$ cat src/rtl/sl_arb_if.sv
`default_nettype none
// ============================================================================
// sl_arb_if : request/grant bundle between bus units and the slave-bus arbiter
// Rev 1.0
// ============================================================================
interface sl_arb_if #(
  parameter int NUM_DEV = 7,
  parameter int IDW     = 3
);
  logic [NUM_DEV-1:0] sl_arb_request;
  logic [NUM_DEV-1:0] prio_mask;
  logic [NUM_DEV-1:0] sl_arb_grant;
  logic               grant_valid;
  logic [IDW-1:0]     grant_id;
  logic               bus_idle;
  logic               timeout_err;
  logic [IDW-1:0]     timeout_id;

  modport master (
    output sl_arb_request, prio_mask,
    input  sl_arb_grant, grant_valid, grant_id, bus_idle, timeout_err, timeout_id
  );

  modport slave (
    input  sl_arb_request, prio_mask,
    output sl_arb_grant, grant_valid, grant_id, bus_idle, timeout_err, timeout_id
  );
endinterface
`default_nettype wire

$ cat src/rtl/sl_arb_sched.sv
`default_nettype none
// ============================================================================
// sl_arb_sched : fixed-priority + round-robin arbiter for the shared slave bus,
//                with a hold watchdog that revokes and blocks stuck units.
// Rev 1.0
// ============================================================================
module sl_arb_sched #(
  parameter int NUM_DEV = 7,
  parameter int IDW     = 3,
  parameter int TIMEOUT = 65535,
  parameter int CW      = 16
) (
  input wire      clk,
  input wire      reset,
  sl_arb_if.slave bus
);

  typedef enum logic [1:0] {
    ST_IDLE  = 2'd0,
    ST_GRANT = 2'd1,
    ST_GAP   = 2'd2
  } state_t;

  localparam logic [IDW-1:0] RR_RESET  = IDW'(NUM_DEV - 1);
  localparam logic [CW-1:0]  HOLD_LAST = (TIMEOUT == 0) ? '0 : CW'(TIMEOUT - 1);
  localparam bit             WDOG_EN   = (TIMEOUT != 0);

  state_t             state_q, state_d;
  logic [NUM_DEV-1:0] grant_q, grant_d;
  logic               grant_valid_q, grant_valid_d;
  logic [IDW-1:0]     grant_id_q, grant_id_d;
  logic               bus_idle_q, bus_idle_d;
  logic               timeout_err_q, timeout_err_d;
  logic [IDW-1:0]     timeout_id_q, timeout_id_d;
  logic [IDW-1:0]     rr_ptr_q, rr_ptr_d;
  logic [IDW-1:0]     owner_q, owner_d;
  logic               owner_prio_q, owner_prio_d;
  logic [CW-1:0]      hold_cnt_q, hold_cnt_d;
  logic [NUM_DEV-1:0] blocked_q, blocked_d;

  logic [NUM_DEV-1:0] elig;
  logic [NUM_DEV-1:0] elig_prio;
  logic [IDW-1:0]     prio_winner;
  logic [IDW-1:0]     rr_winner;
  logic [IDW-1:0]     winner;
  logic               owner_req;

  function automatic logic [IDW-1:0] lowest_set(input logic [NUM_DEV-1:0] vec);
    logic [IDW-1:0]     idx;
    logic [NUM_DEV-1:0] sh;
    idx = '0;
    for (int i = NUM_DEV - 1; i >= 0; i--) begin
      sh = vec >> i;
      if (sh[0]) idx = IDW'(i);
    end
    return idx;
  endfunction

  // Scan downward in distance so the unit closest after ptr wins.
  function automatic logic [IDW-1:0] rr_next(input logic [NUM_DEV-1:0] vec,
                                             input logic [IDW-1:0]     ptr);
    logic [IDW-1:0]     idx;
    logic [NUM_DEV-1:0] sh;
    int                 pos;
    idx = '0;
    for (int k = NUM_DEV; k >= 1; k--) begin
      pos = (int'(ptr) + k) % NUM_DEV;
      sh  = vec >> pos;
      if (sh[0]) idx = IDW'(pos);
    end
    return idx;
  endfunction

  assign elig        = bus.sl_arb_request & ~blocked_q;
  assign elig_prio   = elig & bus.prio_mask;
  assign prio_winner = lowest_set(elig_prio);
  assign rr_winner   = rr_next(elig, rr_ptr_q);
  assign winner      = (|elig_prio) ? prio_winner : rr_winner;
  assign owner_req   = |(bus.sl_arb_request & grant_q);

  always_comb begin
    state_d       = state_q;
    grant_d       = grant_q;
    grant_id_d    = grant_id_q;
    timeout_err_d = 1'b0;
    timeout_id_d  = timeout_id_q;
    rr_ptr_d      = rr_ptr_q;
    owner_d       = owner_q;
    owner_prio_d  = owner_prio_q;
    hold_cnt_d    = hold_cnt_q;
    // A blocked unit is released as soon as it lets go of its request.
    blocked_d     = blocked_q & bus.sl_arb_request;

    unique case (state_q)
      ST_IDLE: begin
        if (|elig) begin
          state_d      = ST_GRANT;
          grant_d      = NUM_DEV'(1) << winner;
          grant_id_d   = winner;
          owner_d      = winner;
          owner_prio_d = |elig_prio;
          hold_cnt_d   = '0;
        end
      end
      ST_GRANT: begin
        hold_cnt_d = (&hold_cnt_q) ? hold_cnt_q : hold_cnt_q + 1'b1;
        if (!owner_req) begin
          state_d    = ST_GAP;
          grant_d    = '0;
          grant_id_d = '0;
        end else if (WDOG_EN && (hold_cnt_q == HOLD_LAST)) begin
          state_d       = ST_GAP;
          grant_d       = '0;
          grant_id_d    = '0;
          timeout_err_d = 1'b1;
          timeout_id_d  = owner_q;
          blocked_d     = blocked_d | grant_q;
        end
      end
      ST_GAP: begin
        // Priority wins do not advance the fairness pointer.
        if (!owner_prio_q) rr_ptr_d = owner_q;
        state_d = ST_IDLE;
      end
      default: begin
        state_d    = ST_IDLE;
        grant_d    = '0;
        grant_id_d = '0;
      end
    endcase

    grant_valid_d = |grant_d;
    bus_idle_d    = (state_d == ST_IDLE);
  end

  always_ff @(posedge clk or negedge reset) begin
    if (!reset) begin
      state_q       <= ST_IDLE;
      grant_q       <= '0;
      grant_valid_q <= 1'b0;
      grant_id_q    <= '0;
      bus_idle_q    <= 1'b1;
      timeout_err_q <= 1'b0;
      timeout_id_q  <= '0;
      rr_ptr_q      <= RR_RESET;
      owner_q       <= '0;
      owner_prio_q  <= 1'b0;
      hold_cnt_q    <= '0;
      blocked_q     <= '0;
    end else begin
      state_q       <= state_d;
      grant_q       <= grant_d;
      grant_valid_q <= grant_valid_d;
      grant_id_q    <= grant_id_d;
      bus_idle_q    <= bus_idle_d;
      timeout_err_q <= timeout_err_d;
      timeout_id_q  <= timeout_id_d;
      rr_ptr_q      <= rr_ptr_d;
      owner_q       <= owner_d;
      owner_prio_q  <= owner_prio_d;
      hold_cnt_q    <= hold_cnt_d;
      blocked_q     <= blocked_d;
    end
  end

  assign bus.sl_arb_grant = grant_q;
  assign bus.grant_valid  = grant_valid_q;
  assign bus.grant_id     = grant_id_q;
  assign bus.bus_idle     = bus_idle_q;
  assign bus.timeout_err  = timeout_err_q;
  assign bus.timeout_id   = timeout_id_q;

  a_grant_onehot: assert property (@(posedge clk) disable iff (!reset)
    $onehot0(grant_q));

  a_valid_matches: assert property (@(posedge clk) disable iff (!reset)
    grant_valid_q == (|grant_q));

  a_winner_requests: assert property (@(posedge clk) disable iff (!reset)
    (state_q == ST_IDLE && (|elig)) |-> bus.sl_arb_request[winner]);

endmodule
`default_nettype wire

$ cat src/flat_wrapper.sv
// flat-port wrapper written by rule: the top's interface ports become plain ports
module sl_arb_sched_flat 
#(
  parameter int NUM_DEV = 7,
  parameter int IDW     = 3,
  parameter int TIMEOUT = 65535,
  parameter int CW      = 16
)
  (clk, reset, bus_sl_arb_request, bus_prio_mask, bus_sl_arb_grant, bus_grant_valid, bus_grant_id, bus_bus_idle, bus_timeout_err, bus_timeout_id);
  sl_arb_if #(.NUM_DEV(NUM_DEV), .IDW(IDW)) bus_i ();
  input wire clk;
  input wire reset;
  input wire logic [$bits(bus_i.sl_arb_request)-1:0] bus_sl_arb_request;
  input wire logic [$bits(bus_i.prio_mask)-1:0] bus_prio_mask;
  output wire logic [$bits(bus_i.sl_arb_grant)-1:0] bus_sl_arb_grant;
  output wire logic [$bits(bus_i.grant_valid)-1:0] bus_grant_valid;
  output wire logic [$bits(bus_i.grant_id)-1:0] bus_grant_id;
  output wire logic [$bits(bus_i.bus_idle)-1:0] bus_bus_idle;
  output wire logic [$bits(bus_i.timeout_err)-1:0] bus_timeout_err;
  output wire logic [$bits(bus_i.timeout_id)-1:0] bus_timeout_id;
  assign bus_i.sl_arb_request = bus_sl_arb_request;
  assign bus_i.prio_mask = bus_prio_mask;
  assign bus_sl_arb_grant = bus_i.sl_arb_grant;
  assign bus_grant_valid = bus_i.grant_valid;
  assign bus_grant_id = bus_i.grant_id;
  assign bus_bus_idle = bus_i.bus_idle;
  assign bus_timeout_err = bus_i.timeout_err;
  assign bus_timeout_id = bus_i.timeout_id;
  sl_arb_sched #(.NUM_DEV(NUM_DEV), .IDW(IDW), .TIMEOUT(TIMEOUT), .CW(CW)) u_core (.clk(clk), .reset(reset), .bus(bus_i));
endmodule
$ cat config.mk
export PLATFORM = sky130hd
export DESIGN_NAME = sl_arb_sched_flat
export DESIGN_NICKNAME = d
export VERILOG_FILES = /design/src/rtl/sl_arb_if.sv /design/src/rtl/sl_arb_sched.sv /design/src/flat_wrapper.sv
export SDC_FILE = /design/constraint.sdc
export NUM_CORES = 1
export LEC_CHECK = 0
export ABC_AREA = 1
export CAP_MARGIN = 20
export CORE_ASPECT_RATIO = 0.8
export CORE_UTILIZATION = 34
export DETAILED_ROUTE_END_ITERATION = 7
export RECOVER_POWER = 25
export SLEW_MARGIN = 0
export SYNTH_ARGS = -nofsm -noshare
export SYNTH_HDL_FRONTEND = slang
export SYNTH_SLANG_ARGS = --single-unit
$ cat constraint.sdc
create_clock -name clk -period 9.07 [get_ports clk]
set_clock_uncertainty 0.1 [all_clocks]
set_input_delay 2.2675 -clock clk [delete_from_list [all_inputs] [get_ports clk]]
set_output_delay 2.2675 -clock clk [all_outputs]
set_load 0.05 [all_outputs]
# [Word level (Yosys, flattened, before mapping)]
# Index checks and enable logic that the tools add are counted.
[word_totals] regBits=48 inputBits=16
[op_classes] n_div=7 n_shift=8 eq_ne=6 bitwise_logic=8 n_mux=36 n_reduce_logical=13 addsub=8
[ops] cell="$mod 32x4->32 const B" n=7
[ops] cell="$shr 7x32->1" n=7
[ops] cell="$mux 3" n=18
[ops] cell="$mux 7" n=6
[ops] cell="$mux 16" n=2
[ops] cell="$pmux 16 s2" n=1
[ops] cell="$and 7x7->7" n=4
[ops] cell="$reduce_or 7->1" n=4
[ops] cell="$pmux 7 s3" n=1
[ops] cell="$add 16x1->16 const B" n=1
[ops] cell="$add 3x3->4 const B" n=4
[ops] cell="$eq 16x16->1 const B" n=1
[ops] cell="$reduce_and 16->1" n=1
[ops] cell="$pmux 3 s3" n=1
[ops] cell="$reduce_and 3->1" n=3
[ops] cell="$add 3x2->4 const B" n=2
[ops] cell="$not 7->7" n=1
[ops] cell="$or 7x7->7" n=1
[ops] cell="$shl 1x3->7 const A" n=1
[ops] cell="$mux 2" n=3
[ops] cell="$add 3x1->4 const B" n=1
[ops] cell="$logic_not 2->1" n=2
[ops] cell="$pmux 2 s2" n=1
[ops] cell="$reduce_and 2->1" n=2
[ops] cell="other kinds (8)" n=11

# [Logic depth before layout (Yosys ltp)]
# Gate-level depths: netlist of run 1.
[logic_depth] depth_word=15 ltp_mapped=37 mapped_depth_nobuf=36

# [Worst setup path before layout of run 1]
# Ideal clock, no wire load.
[synth_path] path_kind="input port to flip-flop" start="in bus_sl_arb_request[1]" end="reg u_core.hold_cnt_q[15]" arrival_ns=4.403 setup_slack_ns=4.447 path_stages=19 setup_time_ns=0.121 required_time_ns=8.849 path_cell_list="inv_1 -> nor2_1 -> inv_1 -> nand4_1 -> nor4_1 -> inv_1 -> nand2_4 -> clkinv_2 -> nor2_2 -> a41oi_4 -> nand4_1 -> nor2_1 -> inv_1 -> nor2_2 -> nand4_1 -> nor4_2 -> nand2_1 -> o21ai_1 -> a21oi_1"
[synth_between] elab_chain_len=4
[synth_rtl] item="from (decl)" line="flat_wrapper.sv:13" rtl="input wire logic [$bits(bus_i.sl_arb_request)-1:0] bus_sl_arb_request;"
[synth_rtl] item="$and 7x7->7" line="sl_arb_sched.sv:74" rtl="assign elig = bus.sl_arb_request & ~blocked_q;"
[synth_rtl] item="$reduce_or 7->1" line="sl_arb_sched.sv:96" rtl="if (|elig) begin"
[synth_rtl] item="$ne 2x1->1 (no source line)"
[synth_rtl] item="$reduce_and 3->1 (no source line)"
[synth_rtl] item="to (signal assigned)" line="sl_arb_sched.sv:161" rtl="hold_cnt_q <= hold_cnt_d;"
[synth_rtl] item="to (decl)" line="sl_arb_sched.sv:38" rtl="logic [CW-1:0] hold_cnt_q, hold_cnt_d;"
# Every way passes these cells.
# A chain may end at the register's enable or synchronous reset.

# [Worst setup path after layout of run 1]
[layout_path] start="reg u_core.rr_ptr_q[0]" end="reg u_core.grant_valid_q, in the netlist u_core.bus.grant_valid"
[layout_between] elab_chain_len=15 elab_cells_between_ends=33 classes_between="add/sub: 7; div: 7; shift: 8; mux: 10; reduce/logical: 1"
[layout_rtl] item="from (decl)" line="sl_arb_sched.sv:35" rtl="logic [IDW-1:0] rr_ptr_q, rr_ptr_d;"
[layout_rtl] item="from (signal assigned)" line="sl_arb_sched.sv:158" rtl="rr_ptr_q <= rr_ptr_d;"
[layout_rtl] item="$add 3x3->4" line="sl_arb_sched.sv:67" rtl="pos = (int'(ptr) + k) % NUM_DEV;"
[layout_rtl] item="$mod 32x4->32" line="sl_arb_sched.sv:67"
[layout_rtl] item="$shr 7x32->1" line="sl_arb_sched.sv:68" rtl="sh = vec >> pos;"
[layout_rtl] item="$mux 3 (6 in a row)" line="sl_arb_sched.sv:69" rtl="if (sh[0]) idx = IDW'(pos);"
[layout_rtl] item="$mux 3 *" line="sl_arb_sched.sv:69"
[layout_rtl] item="$mux 3 *" line="sl_arb_sched.sv:78" rtl="assign winner = (|elig_prio) ? prio_winner : rr_winner;"
[layout_rtl] item="$shl 1x3->7 *" line="sl_arb_sched.sv:98" rtl="grant_d = NUM_DEV'(1) << winner;"
[layout_rtl] item="$mux 7 *" line="sl_arb_sched.sv:96"
[layout_rtl] item="$pmux 7 s3 *" line="sl_arb_sched.sv:94" rtl="unique case (state_q)"
[layout_rtl] item="via u_core.grant_d[6]" line="sl_arb_sched.sv:29" rtl="logic [NUM_DEV-1:0] grant_q, grant_d;"
[layout_rtl] item="$reduce_or 7->1 *" line="sl_arb_sched.sv:132" rtl="grant_valid_d = |grant_d;"
[layout_rtl] item="via u_core.grant_valid_d" line="sl_arb_sched.sv:30" rtl="logic grant_valid_q, grant_valid_d;"
[layout_rtl] item="to (signal assigned)" line="sl_arb_sched.sv:153" rtl="grant_valid_q <= grant_valid_d;"
[layout_rtl] item="to (decl)" line="sl_arb_sched.sv:30"
# Mark *: on every way through the listed nets, which the timed path passes. The rest lies on a longest branch.

==> impl_summary.txt, run 1 <==
----------------------------------------------------
[Timing]
  RSZ-0062 raised after global routing ... false
  Final critical-path required period ... approximately 5.5 ns
  Count of final hold-check violations ... 0
  Total of endpoints with negative setup slack in the final report ... 0
  Setup_tns ... 0 ns
  Worst slew margin relative to its limit ... -66.6%
  Timing-limited maximum frequency ... approximately 180 MHz
  Share of the cycle needed by the critical path after routing ... a little over 60%
  Max-slew violation count ... 49
  Slew at the pin with the worst max-slew slack ... 2.50 ns

[Layout]
  P&R area growth vs syn ... 14.5%
  Fillers ... roughly 1400
  Number of antenna diodes ... 0
  Total area of sequential cells ... between 0.001 and 0.0015 mm²
  Net count of the finished layout ... 777
  Footprint of the multi-input gates ... a little under 0.003 mm²
  Fraction of layout cells with a size suffix above 1 ... 11.7%

[Critical path]
  Critical Path Fanout Max ... 19
  FF-to-FF End ... u_core.bus.grant_valid
  Startpoint type of the worst setup path ... flip-flop
  Crit path from ... u_core.rr_ptr_q[0]
  Number of cells on the worst reg-to-reg path ... 29
  Reg-to-reg slack, setup ... about 3.5 ns
  Bufs and invs on worst path ... 5
  Crit-path max cell delay ... around 0.96 ns
  Top cell by count, worst path ... nand2_2
  Classification of the worst setup path ... flip-flop to flip-flop
  Capture point of the critical path ... u_core.bus.grant_valid
  Number of cells on the critical path ... 29
  Kind of capture point of the worst setup path ... flip-flop
  Crit-path slowest cell ... ha_1
  Crit path max-delay family ... simple AND/OR/NAND/NOR gates
  RR Startpoint ... u_core.rr_ptr_q[0]
  Worst path required time ... around 9.2 ns
  Arr. time, crit path ... 5.63 ns

[Yosys]
  Commonest cells in the synthesized netlist ... 192 x nand2_1, 104 x inv_1, 75 x nand3_1
  Primary flip-flop cell chosen by synthesis mapping ... dfrtp_1
  Ranking of synthesized cells by area ... dfrtp_1 24%, nand2_1 16%, inv_1 8.5%
  Sequential element share of the synthesized area ... between 20% and 30%
  Asr flop ratio synth ... between 90% and 100%
  Number of distinct standard cells referenced by the synthesized netlist ... 54
  Area leader, netlist ... dfrtp_1
  Netlist Area Pre-Place ... 0.00461 mm²
  Post-synth EDFFs ... 0
  Post-Syn Nets ... 745
  Warnings, synthesis ... 0
  Post-synthesis cell count ... between 700 and 800
  Mapped Avg Cell Area ... approximately 6.5 µm²
  Most instantiated library cell after synthesis ... nand2_1
  Yosys reg bits ... between 40 and 50
  Area share of the largest cell type after synthesis ... between 20 and 25%

[Floorplan]
  Die Width ... ~130 µm
  Starting density of the core ... between 30% and 40%
  Core Rows ... 37
  Vertical extent of the die ... 106 µm
  Area enclosed by the die boundary ... 0.0140 mm²
  Count of pins on the block boundary ... 32
  Area of the placeable core ... between 0.01 and 0.015 mm²

[CTS]
  Clock latency on the worst-skew pair ... 0.29 ns
  Number of clock sinks ... 48
  Max clock buf depth ... 2
  Clock slew seen by the registers of the worst setup and hold paths ... about 0.06 ns
  Buffers inserted during post-CTS setup optimization ... 0
  Depth of the CTS H-tree ... 2
  Gates resized, CTS repair ... 0
  Inserted Clock Buffers ... 5
  Hold buffers post-CTS ... 0
  TritonCTS clock tree ... built
  Cell chosen for the clock root ... clkbuf_16

[Global route]
  Number of global-route vias before repair ... between 4000 and 5000
  Global-route congestion overflow total ... 0
  Largest net degree at the start of global routing ... about 50
  Initial antenna violation count ... 0
  Global routing usage summed across all routing layers ... 17.7%
  Global-route wire length before repair ... 20.2 mm

[Min path]
  Cells on Worst Hold Path ... 2
  Worst min path class ... flip-flop to flip-flop

[Outcome]
  Outcome ... finished with violations
  Violated checks ... max-capacitance violations, max-slew violations

[Routing]
  ANT nets after route ... 0
  Drt first pass iters ... 5
  Average vias per placed instance ... between 4 and 5
  Detailed Route Iter0 Violations ... roughly 370
  Vias post-DR ... 4535
  Total wirelength of the detailed-routed design ... ~12 mm
  DRC violations left ... 0
  Post-detailed-route wirelength per cell ... around 13 µm

[Placed design]
  Detailed Place HPWL ... 9.40 mm
  Number of I/O port buffers ... 31
  Routability congestion estimate ... roughly 0.88

[Flow run]
  Maximum capacitance violations ... 1

----------------------------------------------------
[worst min path at each step]
stage | from | endpoint | slack, ns
after floorplan | u_core.owner_prio_q | u_core.owner_prio_q | 0.35
after global placement | u_core.owner_prio_q | u_core.owner_prio_q | 0.37
after detailed placement | u_core.bus.grant_id[0] | u_core.bus.grant_id[0] | 0.37
after CTS | u_core.bus.grant_id[0] | u_core.bus.grant_id[0] | 0.39
after global routing | u_core.owner_prio_q | u_core.owner_prio_q | 0.41
final | u_core.bus.grant_id[0] | u_core.bus.grant_id[0] | 0.39
[metrics by stage]
step,utilization [%],setup WS [ns],instance area [µm²],instances,hold WS [ns]
finish,40.4,3.52,5280,912,0.389
global route,40.4,2.99,5280,912,0.407
CTS,40.5,3.53,5280,912,0.392
detailed placement,39.1,3.28,5100,904,0.373
global placement,39.1,3.33,5100,904,0.367
floorplan,-,4.45,4610,704,0.346
[final cells by class]
cell class / instances / area share (%)
tap: 175 / 4.15
clock buffer: 6 / 2.63
multi-input combinational: 529 / 55.0
inverter: 120 / 8.75
sequential: 48 / 22.8
timing repair buffer: 32 / 5.86
clock inverter: 2 / 0.735
[per-layer routing]
layer  vias to the layer above  wire, µm  track usage [%]
met5                         -         0                0
met4                         0        54             1.74
met3                         7       675             2.62
met2                       121      4760             24.5
met1                      2049      6560             28.8
li1                       2358         -                -
[cell usage in the layout, fill, tap and decap left out, drive strengths merged, types with 2 or more instances in the layout]
master / n
nor4: 3
clkbuf: 7
a21boi: 2
a211oi: 2
o21ai: 52
nand3: 85
nand4: 14
nor2: 53
o22ai: 4
a221oi: 2
clkdlybuf4s50: 30
o211ai: 10
a22o: 2
clkinv: 2
a21o: 2
dfrtp: 45
ha: 24
nor3: 9
or2: 3
nand2: 219
o21bai: 2
a31oi: 2
xor2: 5
inv: 119
dfstp: 3
a21oi: 26
[worst reg2reg max path: cells and delay by family, from the launching register on]
| family | cells | cell delay, ns |
|---|---|---|
| and+or+nand+nor | 19 | 1.63 |
| buffers and inverters | 5 | 1.15 |
| adders and majority gates | 3 | 1.45 |
| AOI/OAI and AO/OA | 2 | 0.29 |
| DFF | 1 | 0.83 |
[flip-flops by register name, indices dropped and copies added, names as in the netlist]
register and flops:
u_core.bus.sl_arb_grant 7, u_core.rr_ptr_q 3, u_core.owner_q 3, u_core.bus.grant_id 3, u_core.blocked_q 7, u_core.bus.timeout_err 1
u_core.hold_cnt_q 16, u_core.owner_prio_q 1, u_core.bus.timeout_id 3, u_core.bus.bus_idle 1, u_core.bus.grant_valid 1, u_core.state_q 2
[kinds of logic (layout without fill, tap and decap cells)]
logic type / after synthesis / in the layout / synth area share, %
adder cells (fa/ha/maj): 25 / 25 / 6.95
flip-flops: 48 / 48 / 26.1
AO/OA/AOI/OAI: 111 / 111 / 15.5
buffers and inverters: 127 / 160 / 10.8
XOR/XNOR: 6 / 6 / 1.14
AND/OR/NAND/NOR: 387 / 387 / 39.4
Power of run 1 is left out: the tool's default activity adds up to more than one toggle a clock period on the data nets, which glitch-free logic cannot reach.
==> run 2, diff against run 1 <==
==> constraint.sdc (replaced) <==
create_clock -name clk -period 4.9 [get_ports clk]
set_clock_uncertainty 0.1 [all_clocks]
set_input_delay 1.225 -clock clk [delete_from_list [all_inputs] [get_ports clk]]
set_output_delay 1.225 -clock clk [all_outputs]
set_load 0.05 [all_outputs]
==> impl_summary.txt, run 2 (synthesis results as in run 1) <==
----------------------------------------------------
[Routing]
  Routed met1 length ... 6.72 mm
  Routed wl met3 ... approximately 680 µm
  Detailed Route Iter0 Violations ... 379
  Total wirelength of the detailed-routed design ... between 10 and 15 mm
  Average vias per placed instance ... around 5.0
  Post-detailed-route wirelength per cell ... approximately 13 µm
  DRC violations left ... 0
  Drt first pass iters ... 7
  ANT nets after route ... 0
  Top metal layer carrying routed signals ... met4
  Vias post-DR ... between 4000 and 5000
  Met2 WL post-DR ... roughly 4.7 mm

[Critical path]
  Crit path max-delay family ... simple AND/OR/NAND/NOR gates
  Worst path required time ... between 4 and 5 ns
  Classification of the worst setup path ... flip-flop to flip-flop
  Number of cells on the critical path ... 30
  Top cell by count, worst path ... nand2_1
  Reg-to-reg slack, setup ... about 0.50 ns
  Arr. time, crit path ... between 4 and 5 ns
  Crit path from ... u_core.rr_ptr_q[2]
  Startpoint type of the worst setup path ... flip-flop
  Number of cells on the worst reg-to-reg path ... 30
  Critical Path Fanout Max ... 12
  Kind of capture point of the worst setup path ... flip-flop
  Bufs and invs on worst path ... 6
  RR Startpoint ... u_core.rr_ptr_q[2]
  Crit-path max cell delay ... roughly 0.74 ns
  Crit-path slowest cell ... dfstp_2
  FF-to-FF End ... u_core.bus.grant_valid

[Min path]
  Worst hold path startpoint ... u_core.bus.grant_id[1]
  Worst min path class ... flip-flop to flip-flop
  Cells on Worst Hold Path ... 2
  Sink of the worst hold path ... u_core.bus.grant_id[1]

[Timing]
  Share of the cycle needed by the critical path after routing ... ~90%
  Worst slew margin relative to its limit ... -36.5%
  Hold_ws ... roughly 0.38 ns
  RSZ-0062 raised after global routing ... false
  Count of final hold-check violations ... 0
  Final critical-path required period ... between 4 and 5 ns
  Timing-limited maximum frequency ... 227 MHz
  Total of endpoints with negative setup slack in the final report ... 0
  Max-slew violation count ... 39
  Slew at the pin with the worst max-slew slack ... between 2 and 2.5 ns
  Setup_tns ... 0 ns

[Layout]
  Register name with the most flops ... u_core.hold_cnt_q
  P&R area growth vs syn ... 15.7%
  Most common cell after layout, fill and taps aside ... nand2_1
  Net count of the finished layout ... roughly 800
  Final core utilization ... around two fifths
  Fraction of layout cells with a size suffix above 1 ... 12.7%
  Top library cells by usage in the layout, fill and taps aside ... 192 x nand2_1, 104 x inv_1, 75 x nand3_1
  Number of antenna diodes ... 0
  Number of flip-flops in the largest register ... 16

[Floorplan]
  Core Rows ... 37
  Area enclosed by the die boundary ... approximately 0.014 mm²
  Die Width ... between 100 and 150 µm
  Count of pins on the block boundary ... 32
  Vertical extent of the die ... about 110 µm
  Starting density of the core ... 35.3%
  Area of the placeable core ... between 0.01 and 0.015 mm²

[CTS]
  Inserted Clock Buffers ... 5
  Buffers inserted during post-CTS setup optimization ... 0
  Depth of the CTS H-tree ... 2
  Number of clock sinks ... between 40 and 50
  Gates resized, CTS repair ... 0
  TritonCTS clock tree ... built
  Hold buffers post-CTS ... 0
  Max clock buf depth ... 2
  Clock slew seen by the registers of the worst setup and hold paths ... 0.07 ns
  Cell chosen for the clock root ... clkbuf_16
  Clock latency on the worst-skew pair ... just under 0.3 ns

[Outcome]
  Violated checks ... max-capacitance violations, max-slew violations
  Outcome ... finished with violations

[Global route]
  Largest net degree at the start of global routing ... between 40 and 50
  Global-route wire length before repair ... ~20 mm
  Number of global-route vias before repair ... roughly 4000
  Global routing usage summed across all routing layers ... 17.9%
  Global-route congestion overflow total ... 0
  Initial antenna violation count ... 0

[Placed design]
  Detailed Place HPWL ... between 9 and 10 mm
  Routability congestion estimate ... roughly 0.88
  Number of I/O port buffers ... 31

[Flow run]
  Maximum capacitance violations ... 1

----------------------------------------------------
==> run 2: cell count changes in the layout (fill, tap and decap cells not counted), sizes merged <==
cell | previous run | this run
buf | 1 | 11
clkbuf | 7 | 9
bufinv | 1 | 0
==> run 2: worst reg2reg max path, delay by kind of cell (launching register included) <==
family                     cells  cell delay (ns)
and+or+nand+nor               17             1.23
AOI/OAI and AO/OA              5             1.06
DFF                            1             0.74
adders and majority gates      2             0.60
buffers and inverters          6             0.58
==> run 2: layer usage <==
metal  track usage [%]  vias to the layer above
met5                 0                        -
met4              2.33                        0
met3              2.48                        6
met2              24.1                      136
met1              29.6                     2083
li1                  -                     2379
==> run 2: final cells by class <==
cell class | instances | area, µm²
inverter | 120 | 462
clock inverter | 1 | 8.76
tap | 175 | 219
multi-input combinational | 529 | 2910
fill | 1366 | 7720
sequential | 48 | 1200
timing repair buffer | 43 | 390
clock buffer | 7 | 143
==> run 2: worst max path at each step <==
stage,endpoint,slack (ns)
after floorplan,u_core.bus.grant_valid,0.98
after global placement,u_core.hold_cnt_q[15],0.45
after detailed placement,u_core.hold_cnt_q[15],0.32
after CTS,u_core.bus.grant_valid,0.51
after global routing,u_core.bus.grant_valid,0.11
final,u_core.bus.grant_valid,0.50
==> run 2: stage by stage <==
stage	worst slack [ns]	instances	area [µm²]
detailed placement	0.318	914	5180
global route	0.110	923	5330
finish	0.498	923	5330
global placement	0.454	914	5180
CTS	0.508	922	5330
floorplan	0.976	704	4610
Power of run 2 is left out for the same reason.
==> run 3, diff against run 2 <==
--- a/config.mk
+++ b/config.mk
@@ -8,7 +8,7 @@
 export ABC_AREA = 1
 export CAP_MARGIN = 20
 export CORE_ASPECT_RATIO = 0.8
-export CORE_UTILIZATION = 34
+export CORE_UTILIZATION = 25
 export DETAILED_ROUTE_END_ITERATION = 7
 export RECOVER_POWER = 25
 export SLEW_MARGIN = 0
==> constraint.sdc (replaced) <==
create_clock -name clk -period 5.42 [get_ports clk]
set_clock_uncertainty 0.1 [all_clocks]
set_input_delay 1.355 -clock clk [delete_from_list [all_inputs] [get_ports clk]]
set_output_delay 1.355 -clock clk [all_outputs]
set_load 0.05 [all_outputs]
==> impl_summary.txt, run 3 (synthesis results as in run 1) <==
----------------------------------------------------
[Global route]
  Global-route congestion overflow total ... 0
  Number of global-route vias before repair ... 3959
  Global routing usage summed across all routing layers ... between 10% and 20%
  Initial antenna violation count ... 0
  Largest net degree at the start of global routing ... slightly below 50
  Global-route wire length before repair ... between 20 and 25 mm

[Layout]
  Final core utilization ... ~30%
  Number of antenna diodes ... 0
  Register name with the most flops ... u_core.hold_cnt_q
  Most common cell after layout, fill and taps aside ... nand2_1
  Fraction of layout cells with a size suffix above 1 ... between 10% and 20%
  P&R area growth vs syn ... 16.6%
  Top library cells by usage in the layout, fill and taps aside ... 192 x nand2_1, 104 x inv_1, 75 x nand3_1
  Number of flip-flops in the largest register ... 16
  Net count of the finished layout ... a little under 800
  Non-Filler Instances ... between 900 and 1000

[Floorplan]
  Core Rows ... 44
  Die Width ... ~150 µm
  Starting density of the core ... 25.4%
  Area enclosed by the die boundary ... roughly 0.019 mm²
  Count of pins on the block boundary ... 32
  Area of the placeable core ... approximately 0.018 mm²
  Vertical extent of the die ... about 120 µm

[Critical path]
  Kind of capture point of the worst setup path ... flip-flop
  Startpoint type of the worst setup path ... input port
  Crit-path slowest cell ... clkdlybuf4s50_1
  Critical-path cell list ... clkdlybuf4s50_1 -> inv_1 -> nor2_1 -> inv_1 -> nand4_1 -> nor4_1 -> inv_1 -> nand2_4 -> clkinv_2 -> nor2_2 -> a41oi_4 -> nand4_1 -> nor2_1 -> inv_1 -> nor2_2 -> nand4_1 -> nor4_2 -> nand2_1 -> o21ai_1 -> a21oi_1
  Critical Path Fanout Max ... 18
  Crit path from ... bus_sl_arb_request[2]
  Classification of the worst setup path ... input port to flip-flop
  RR Startpoint ... u_core.rr_ptr_q[1]
  Top cell by count, worst path ... inv_1
  Crit-path max cell delay ... ~0.5 ns
  Arr. time, crit path ... ~4.6 ns
  Worst path required time ... ~5.5 ns

[Placed design]
  Routability congestion estimate ... between 0.9 and 1
  Number of I/O port buffers ... 31
  Post-placement cell count ... between 900 and 1000
  Detailed Place HPWL ... approximately 10 mm

[Routing]
  Drt first pass iters ... 5
  Post-detailed-route wirelength per cell ... ~13 µm
  Vias post-DR ... about 4600
  Total wirelength of the detailed-routed design ... 12.9 mm
  Detailed Route Iter0 Violations ... around 500
  ANT nets after route ... 0
  Average vias per placed instance ... between 4 and 5
  DRC violations left ... 0

[Timing]
  Setup_tns ... 0 ns
  Share of the cycle needed by the critical path after routing ... between 80% and 90%
  Worst slew margin relative to its limit ... -69.2%
  Total of endpoints with negative setup slack in the final report ... 0
  Max-slew violation count ... just under 50
  Slew at the pin with the worst max-slew slack ... around 2.5 ns
  RSZ-0062 raised after global routing ... false
  Count of final hold-check violations ... 0
  Final critical-path required period ... between 4 and 5 ns
  Timing-limited maximum frequency ... ~220 MHz

[CTS]
  Gates resized, CTS repair ... 0
  Cell chosen for the clock root ... clkbuf_16
  Hold buffers post-CTS ... 0
  TritonCTS clock tree ... built
  Clock latency on the worst-skew pair ... about 0.29 ns
  Buffers inserted during post-CTS setup optimization ... 0
  Inserted Clock Buffers ... 5
  Clock slew seen by the registers of the worst setup and hold paths ... approximately 0.06 ns
  Max clock buf depth ... 2
  Depth of the CTS H-tree ... 2
  Number of clock sinks ... 48

[Min path]
  Worst hold path startpoint ... u_core.bus.grant_id[1]
  Worst min path class ... flip-flop to flip-flop

[Flow run]
  Maximum capacitance violations ... 1

[Outcome]
  Outcome ... finished with violations
  Violated checks ... max-capacitance violations, max-slew violations

----------------------------------------------------
-- run 3: cell count changes in the layout (fill, tap and decap cells not counted) --
cell      change
buf_2         +1
buf_4         -4
clkbuf_1      -1
-- run 3: critical path, delay by kind of cell --
family / cells / cell delay, ns
buf+inv: 6 / 1.13
simple gates: 11 / 1.61
compound gates: 3 / 0.46
-- run 3: final timing paths --
check | end | slack, ns | cells after the start
min reg2reg | u_core.bus.grant_id[1] | 0.39 | 2
min in group asynchronous | u_core.bus.sl_arb_grant[3] | 1.84 | 2
max in group asynchronous | u_core.hold_cnt_q[10] | 1.93 | 2
max | u_core.hold_cnt_q[15] | 0.92 | 20
min | u_core.bus.grant_id[1] | 0.39 | 2
max reg2reg | u_core.bus.grant_valid | 0.94 | 28
-- run 3: layer usage --
metal / global-route usage (%) / routed length, µm / part of all wire [%] / vias up
met5: 0 / 0 / 0 / -
met4: 3.56 / 179 / 1.4 / 0
met3: 0.701 / 554 / 4.3 / 15
met2: 19.6 / 5040 / 39 / 126
met1: 21.9 / 7170 / 55 / 2078
li1: - / - / - / 2375
-- run 3: per-stage QoR --
stage	hold WS [ns]	instance area (µm²)	worst slack (ns)
2_1_floorplan	0.346	4610	1.50
3_3_place_gp	0.366	5230	0.763
4_1_cts	0.389	5380	0.932
6_report	0.385	5370	0.919
5_1_grt	0.404	5370	0.543
3_5_place_dp	0.370	5230	0.643
-- run 3: final cells by class --
class / count / area (µm²)
clock buffer: 7 / 143
clock inverter: 1 / 8.76
fill: 1950 / 12700
inverter: 120 / 462
multi-input combinational: 529 / 2910
sequential: 48 / 1200
tap: 230 / 288
timing repair buffer: 39 / 362
Power of run 3 is left out for the same reason.
